$ cat src/rtl/mult_seq_ctrl.sv
// mult_seq_ctrl: button synchronizers and add/shift sequencer for the signed shift-add multiplier
module mult_seq_ctrl #(
    parameter int N           = 8,
    parameter int SYNC_STAGES = 2
) (
    input  logic Clk,
    input  logic Reset_n,
    input  logic Execute,
    input  logic ClearA_loadB,
    input  logic B_lsb,
    output logic Clr_AX,
    output logic Ld_B,
    output logic Ld_AX,
    output logic Sub_sel,
    output logic Shift_en,
    output logic Busy,
    output logic Done
);
    localparam int CW = (N > 1) ? $clog2(N) : 1;

    typedef enum logic [2:0] {IDLE, LOADB, CLR, ADD, SHIFT, HOLD} state_t;

    state_t state, state_next;
    logic [SYNC_STAGES-1:0] ex_sync, ld_sync;
    logic ex_hist, ld_hist;
    logic [CW-1:0] count;
    logic ex_pulse, ld_pulse, last;

    assign ex_pulse = ex_sync[SYNC_STAGES-1] & ~ex_hist;
    assign ld_pulse = ld_sync[SYNC_STAGES-1] & ~ld_hist;
    assign last     = count == CW'(N - 1);

    // history flops update in every state, so presses outside IDLE are dropped rather than queued
    always_ff @(posedge Clk or negedge Reset_n) begin
        if (!Reset_n) begin
            ex_sync <= '0;
            ld_sync <= '0;
            ex_hist <= 1'b0;
            ld_hist <= 1'b0;
            state   <= IDLE;
            count   <= '0;
        end else begin
            ex_sync <= {ex_sync[SYNC_STAGES-2:0], Execute};
            ld_sync <= {ld_sync[SYNC_STAGES-2:0], ClearA_loadB};
            ex_hist <= ex_sync[SYNC_STAGES-1];
            ld_hist <= ld_sync[SYNC_STAGES-1];
            state   <= state_next;
            if (state == CLR)
                count <= '0;
            else if (state == SHIFT && !last)
                count <= count + CW'(1);
        end
    end

    always_comb begin
        state_next = state;
        Clr_AX     = 1'b0;
        Ld_B       = 1'b0;
        Ld_AX      = 1'b0;
        Sub_sel    = 1'b0;
        Shift_en   = 1'b0;
        Busy       = 1'b0;
        Done       = 1'b0;
        case (state)
            IDLE:  state_next = ex_pulse ? CLR : ld_pulse ? LOADB : IDLE;
            LOADB: begin
                Ld_B       = 1'b1;
                Clr_AX     = 1'b1;
                state_next = IDLE;
            end
            CLR: begin
                Clr_AX     = 1'b1;
                Busy       = 1'b1;
                state_next = ADD;
            end
            ADD: begin
                Busy       = 1'b1;
                Ld_AX      = B_lsb;
                Sub_sel    = B_lsb & last;
                state_next = SHIFT;
            end
            SHIFT: begin
                Busy       = 1'b1;
                Shift_en   = 1'b1;
                state_next = last ? HOLD : ADD;
            end
            HOLD: begin
                Done       = 1'b1;
                state_next = ex_sync[SYNC_STAGES-1] ? HOLD : IDLE;
            end
            default: state_next = IDLE;
        endcase
    end
endmodule

$ cat config.mk
export PLATFORM = sky130hd
export DESIGN_NAME = mult_seq_ctrl
export DESIGN_NICKNAME = d
export VERILOG_FILES = /design/src/rtl/mult_seq_ctrl.sv
export SDC_FILE = /design/constraint.sdc
export NUM_CORES = 1
export LEC_CHECK = 0
export BUFFER_PORTS_ARGS = -buffer_cell sky130_fd_sc_hd__buf_4
export CORE_MARGIN = 1
export CORE_UTILIZATION = 45
export CTS_CLUSTER_SIZE = 30
export DETAILED_ROUTE_END_ITERATION = 16
export GPL_TIMING_DRIVEN = 1
export PLACE_DENSITY = 0.67
export SETUP_SLACK_MARGIN = 0.5
export SLEW_MARGIN = 0
export SYNTH_ARGS = -nofsm -noshare
export SYNTH_HDL_FRONTEND = slang
export SYNTH_SLANG_ARGS = --single-unit
$ cat constraint.sdc
create_clock -name Clk -period 3.3 [get_ports Clk]
set_input_delay 0.33 -clock Clk [delete_from_list [all_inputs] [get_ports Clk]]
set_output_delay 0.33 -clock Clk [all_outputs]
set_load 0.01 [all_outputs]
==> results of run 1 <==
-- synth_stat cells --
cell type   n  area [um2]
mux2i_1     2       20.02
o22ai_2     1       12.51
and3_1      1       6.260
a21o_1      1       7.510
nor2b_1     1       6.260
buf_6       2       22.52
and2b_4     1       10.01
nor2_1      2       7.510
nor3b_1     1       7.510
nor3_2      1       10.01
inv_1       5       18.77
dfrtp_1    12       300.3
ha_1        2       25.02
a21oi_2     1       8.760
o21ai_0     2       10.01
xnor2_1     1       8.760
a21oi_1     2       10.01
a32oi_1     2       17.52
and3_4      1       11.26
o21ai_1     2       10.01
o31a_1      1       8.760
or2_0       1       6.260
nand2_1     2       7.510
buf_4       1       7.510
and2_1      3       18.77
nand2b_1    2       12.51
-- cell usage in the layout (no fill, tap or decap), types with 2 or more instances in the layout --
cell type,netlist,layout
a21oi_1,2,2
nor2_1,2,2
o21ai_0,2,2
ha_1,2,2
dfrtp_1,12,12
nand2_1,2,2
o21ai_1,2,2
clkbuf_4,0,3
nand2b_1,2,2
mux2i_1,2,2
a32oi_1,2,2
and2_1,3,3
buf_4,1,11
inv_1,5,5
-- worst paths after layout --
| path | startpoint | end |
|---|---|---|
| max in group asynchronous | Reset_n | state[2]$_DFF_PN0_ |
| max reg2reg | count[1]$_DFFE_PN0P_ | count[0]$_DFFE_PN0P_ |
| max | state[2]$_DFF_PN0_ | Sub_sel |
| min reg2reg | ex_sync[0]$_DFF_PN0_ | ex_sync[1]$_DFF_PN0_ |
| min | Execute | ex_sync[0]$_DFF_PN0_ |
| min in group asynchronous | Reset_n | ex_hist$_DFF_PN0_ |
-- worst register-to-register path: stages, from the launching register on --
cell	delay, ns
dfrtp_1	0.39
ha_1	0.19
ha_1	0.24
nand2b_1	0.18
a21oi_2	0.22
o22ai_2	0.11
-- through the flow --
stage,total power [mW],hold slack (ns),cell area (um2)
finish,0.5511,0.1687,694.4
floorplan,0.4122,0.03441,591.8
detailed placement,0.4683,0.1766,661.9
CTS,0.5566,0.1615,694.4
global placement,0.4665,0.1744,661.9
global route,0.5969,0.1585,694.4
-- area by class of cell --
| cell class | instances | share of cell area |
|---|---|---|
| sequential | 12 | 0.4324 |
| multi-input combinational | 33 | 0.3495 |
| timing repair buffer | 12 | 0.1333 |
| tap | 14 | 0.02523 |
| clock buffer | 3 | 0.03243 |
| inverter | 5 | 0.02703 |
-- repair_timing --
action                                  4_1_cts  5_1_grt
hold endpoints to repair                     12        0
endpoints found under the setup margin        0        0
hold buffers                                  1        0
-- power breakdown --
| group | internal [mW] | switching, mW |
|---|---|---|
| Combinational | 0.125 | 0.105 |
| Sequential | 0.178 | 0.0556 |
| Clock | 0.0422 | 0.0445 |
| Total | 0.346 | 0.205 |
-- per-layer routing --
layer,up-vias,track usage
li1,204,-
met1,175,0.2247
met2,10,0.2669
met3,4,0.08721
met4,0,0.1071
met5,-,0
-- state kept, by name (all words and copies together) (netlist names) --
name and count:
ld_sync 2, ld_hist 1, state 3, ex_hist 1, count 3, ex_sync 2
-- cells by family after synthesis --
group           after synthesis  synth area share
simple gates                 16            0.1755
compound gates               12            0.1438
flops                        12            0.5074
buf+inv                       8           0.08246
mux                           2           0.03383
fa+ha+maj                     2           0.04228
xor+xnor                      1           0.01480
==> reports/results.tsv, run 1 <==
metric	value	unit
outcome	finished clean	
Vias	393	
clock root cell	clkbuf_4	
Data required, critical path	2.97	ns
Setup Viol. Count Final	0	
Pleak	0.3342	nW
Syn Area/Cell	11.17	um2
Worst-Skew Late Latency	0.27	ns
gr usage total	0.1859	
core footprint	1171	um2
placed insts	75	
top layer in use	met4	
Synth cell types	26	
first-pass GRT wire length	1725	um
wire per inst	12.71	um
Final nets	74	
DR WL met3	54	um
WS Path Type	flip-flop to primary output	
Multi-input gate area	242.7	um2
CTS clk-pin slew, worst paths	0.06	ns
fin. max-slew vios	0	
post-route ant nets	0	
Peak VDD IR	0.0005377	V
Top Ports	12	
Finished Layout Cells	79	
CTS Buf Count	3	
Seq/Total Area, Yosys	0.5074	
Crit-path slowest cell	dfrtp_1	
fin crit share	0.5490	
crit path max fanout	11	
worst slew pin tran	0.3555	ns
Fin. Hold Viols	0	
Post-Synthesis Cells	53	
global route overflow	0	
Cell Pwr Density	793.7	nW/um2
Syn Nets	60	
Worst Setup End Kind	primary output	
CP Buf/Inv Count	1	
Final Critical Period	1.812	ns
Place WS	1.786	ns
hold path cells	1	
RSZ-0062 raised after global routing	no	
die area	1464	um2
Ys Warns	0	
worst hold path class	input pin to flip-flop	
R2R cell count	5	
layout cell share with drive strength beyond 1	0.2923	
CP Cell Sequence	and2b_4 -> and3_4 -> and2_1 -> buf_4	
pin count of the biggest net entering global routing	13	
relative slew slack	0.7630	
# diodes	0	
CTS tree	done	
post-DR vias/cell	4.975	
#FFs+latches synth	12	
Sink Count	12	
Initial Util	0.5053	
Die Span X	38.27	um
Buffers on Ports	11	
number of fill cells in the layout	108	
post-CTS resize count	0	
crit start category	flip-flop	
H-tree depth	1	
post-CTS repair timing setup buffer count	0	
Max Cap Viol	0	
vias in the first global route	383	
HPWL Detailed	742.8	um
Arr. time, crit path	1.48	ns
fmax	0.5520	GHz
Crit. path cell count	4	
met2 WL	442	um
DRC	0	
Final TNS setup	0	ns
drt total wl	1004	um
die height	38.27	um
Layout area overhead	17.34	%
First DRT Iteration DRCs	3	
FF+latch area	300.3	um2
r2r setup slk	1.85	ns
Crit path largest cell delay	0.53	ns
gpl congestion	0.7037	
M1 WL	486	um
PnR worst setup slack	1.488	ns
post-layout util	0.5929	
row count	12	
crit-path leading delay family	simple AND/OR/NAND/NOR gates	
Post-Syn Area	591.8	um2
initial antenna violation count	0	
Detailed Routing Iterations Pass 1	4	
Max Buffers Root-to-Sink	2	
clock skew	0.007885	ns
Note: power is estimated with default switching activity, not from simulation.
==> run 2: changes to the inputs <==
==> constraint.sdc (replaced) <==
create_clock -name Clk -period 1.85 [get_ports Clk]
set_input_delay 0.185 -clock Clk [delete_from_list [all_inputs] [get_ports Clk]]
set_output_delay 0.185 -clock Clk [all_outputs]
set_load 0.01 [all_outputs]
==> run 2 against run 1 <==
Net effect:
- clock power increased by 82%
- via count is 19% higher
- final cell count is 13% higher
- non-clock buffer count increased by 10
- die area is the same
- sequential share of layout area shrank 8.0 points
- sequential power rose by 59%
- critical path depth stayed put
- count of clock-buffer cells in the layout is the same
- power increased by 140%
- largest cell class is now multi-input gates
==> reports/results.tsv, run 2 (same netlist as run 1, synthesis figures left out) <==
metric	value	unit	change
outcome	finished clean		unchanged
r2r endpoint	count[0]$_DFFE_PN0P_		unchanged
# diodes	0		unchanged
CTS Buf Count	3		unchanged
clock root cell	clkbuf_4		unchanged
first-pass GRT wire length	2159	um	was 1725 um
drt total wl	1408	um	was 1004 um
Cell Pwr Density	1514	nW/um2	was 793.7 nW/um2
Max Cap Viol	0		unchanged
met2 Use GR	0.3771		was 0.2669
Top Ports	12		unchanged
reg2reg start	state[1]$_DFF_PN0_		was count[1]$_DFFE_PN0P_
R2R cell count	5		unchanged
Layout area overhead	45.67	%	was 17.34%
Final Critical Period	1.521	ns	
FF+latch area	304.0	um2	was 300.3 um2
Place WS	0.4127	ns	was 1.786 ns
pin count of the biggest net entering global routing	13		unchanged
initial antenna violation count	0		unchanged
layout cell share with drive strength beyond 1	0.5600		was 0.2923
Final nets	84		was 74
wire per inst	15.82	um	was 12.71 um
Crit path largest cell delay	0.41	ns	was 0.53 ns
Power Total	1.305	mW	was 551.1 uW
Vias	467		was 393
HPWL Detailed	769	um	was 742.8 um
CP startpoint	state[2]$_DFF_PN0_		unchanged
Arr. time, crit path	1.34	ns	was 1.48 ns
Worst Setup End Kind	primary output		unchanged
relative slew slack	0.8668		was 0.7630
Final Cell Area	862.1	um2	was 694.4 um2
CTS tree	done		unchanged
critical path capture point	Sub_sel		unchanged
Data required, critical path	1.66	ns	was 2.97 ns
clock skew	0.008678	ns	was 0.007885 ns
DRC	0		unchanged
Post-DP Area	661.9	um2	unchanged
core footprint	1171	um2	unchanged
post-DR vias/cell	5.247		was 4.975
fmax	0.6575	GHz	
PnR worst setup slack	0.3290	ns	was 1.488 ns
Pleak	0.3987	nW	was 0.3342 nW
worst slew pin tran	0.1994	ns	was 0.3555 ns
post-layout util	0.7361		was 0.5929
most common cell after layout, fill and taps aside	buf_4		was dfrtp_1
Crit-path slowest cell	dfrtp_2		was dfrtp_1
global route overflow	0		unchanged
commonest non-fill, non-tap cells in the layout	buf_4 (16), dfrtp_1 (9), inv_1 (5), buf_6 (5)		was dfrtp_1 (12), buf_4 (11), inv_1 (5)
fin crit share	0.8221		
Multi-input gate area	312.8	um2	was 242.7 um2
Fin. Hold Viols	0		unchanged
Initial Util	0.5053		unchanged
vias in the first global route	470		was 383
top flop regs	count (3), state (3)		unchanged
gr usage total	0.2301		was 0.1859
RSZ-0062 raised after global routing	yes		was no
CP Cell Sequence	and2b_4 -> and3_4 -> and2_4 -> buf_6		was and2b_4 -> and3_4 -> and2_1 -> buf_4
r2r setup slk	0.57	ns	was 1.85 ns
CTS clk-pin slew, worst paths	0.07	ns	was 0.06 ns
Sink Count	12		unchanged
Max Buffers Root-to-Sink	2		unchanged
layer with the highest usage	met2		unchanged
die height	38.27	um	unchanged
fin. max-slew vios	0		unchanged
post-route ant nets	0		unchanged
GRT met1 Usage	0.2614		was 0.2247
number of fill cells in the layout	76		was 108
Setup Viol. Count Final	0		unchanged
Final TNS setup	0	ns	unchanged
met3 Use GR	0.06977		was 0.08721
Die Span X	38.27	um	unchanged
WS Path Type	flip-flop to primary output		unchanged
Worst-Skew Late Latency	0.28	ns	was 0.27 ns
worst hold path class	input pin to flip-flop		unchanged
Buffers on Ports	11		unchanged
crit start category	flip-flop		unchanged
Peak VDD IR	0.0009376	V	was 0.0005377 V
gpl congestion	0.7143		was 0.7037
First DRT Iteration DRCs	14		was 3
Detailed Routing Iterations Pass 1	4		unchanged
crit path max fanout	2		was 11
row count	12		unchanged
die area	1464	um2	unchanged
H-tree depth	1		unchanged
[run 2: how the worst min path moves through the flow]
stage,start,endpoint,slack [ns],depth (start not counted)
2_1_floorplan,Reset_n,count[0]$_DFFE_PN0P_,-0.11,0
3_3_place_gp,Reset_n,ld_hist$_DFF_PN0_,0.03,1
3_5_place_dp,Reset_n,state[1]$_DFF_PN0_,0.03,1
4_1_cts,Execute,ex_sync[0]$_DFF_PN0_,0.01,1
5_1_grt,Execute,ex_sync[0]$_DFF_PN0_,0.004,1
6_report,Execute,ex_sync[0]$_DFF_PN0_,0.02,1
[run 2: layer usage]
layer  up-vias  share of wire
li1        226              -
met1       221           0.43
met2        14           0.49
met3         6          0.045
met4         0          0.036
met5         -              0
[run 2: worst max-delay path, delay by kind of cell, from the launching register on]
| family | cells | cell delay (ns) |
|---|---|---|
| flops | 1 | 0.41 |
| simple gates | 3 | 0.56 |
| buf+inv | 1 | 0.09 |
[run 2: power by group]
part / total, mW / internal, mW / leakage, nW / switching [mW]
sequential: 0.373 / 0.324 / 0.146 / 0.0489
combinational: 0.773 / 0.417 / 0.239 / 0.357
clock: 0.158 / 0.0754 / 0.0138 / 0.0829
total: 1.30 / 0.816 / 0.399 / 0.489
[run 2: layout make-up]
cell class | count | area share
Clock buffer | 3 | 0.02612
Tap cell | 14 | 0.02032
Timing Repair Buffer | 22 | 0.2163
Sequential cell | 12 | 0.3527
Multi-Input combinational cell | 33 | 0.3628
Inverter | 5 | 0.02177
[run 2: repair_timing]
action / in CTS / in global routing
setup endpoints to repair: 10 / 11
setup buffers: 8 / 2
gates resized for setup: 14 / 8
hold buffers: 1 / 0
hold endpoints to repair: 12 / 0
pin swaps: 2 / 4
[run 2: stage by stage]
| stage | instances | hold WS [ns] |
|---|---|---|
| 2_1_floorplan | 53 | -0.1106 |
| 4_1_cts | 87 | 0.01099 |
| 6_report | 89 | 0.02133 |
| 5_1_grt | 89 | 0.003778 |
| 3_3_place_gp | 75 | 0.02952 |
| 3_5_place_dp | 75 | 0.03116 |
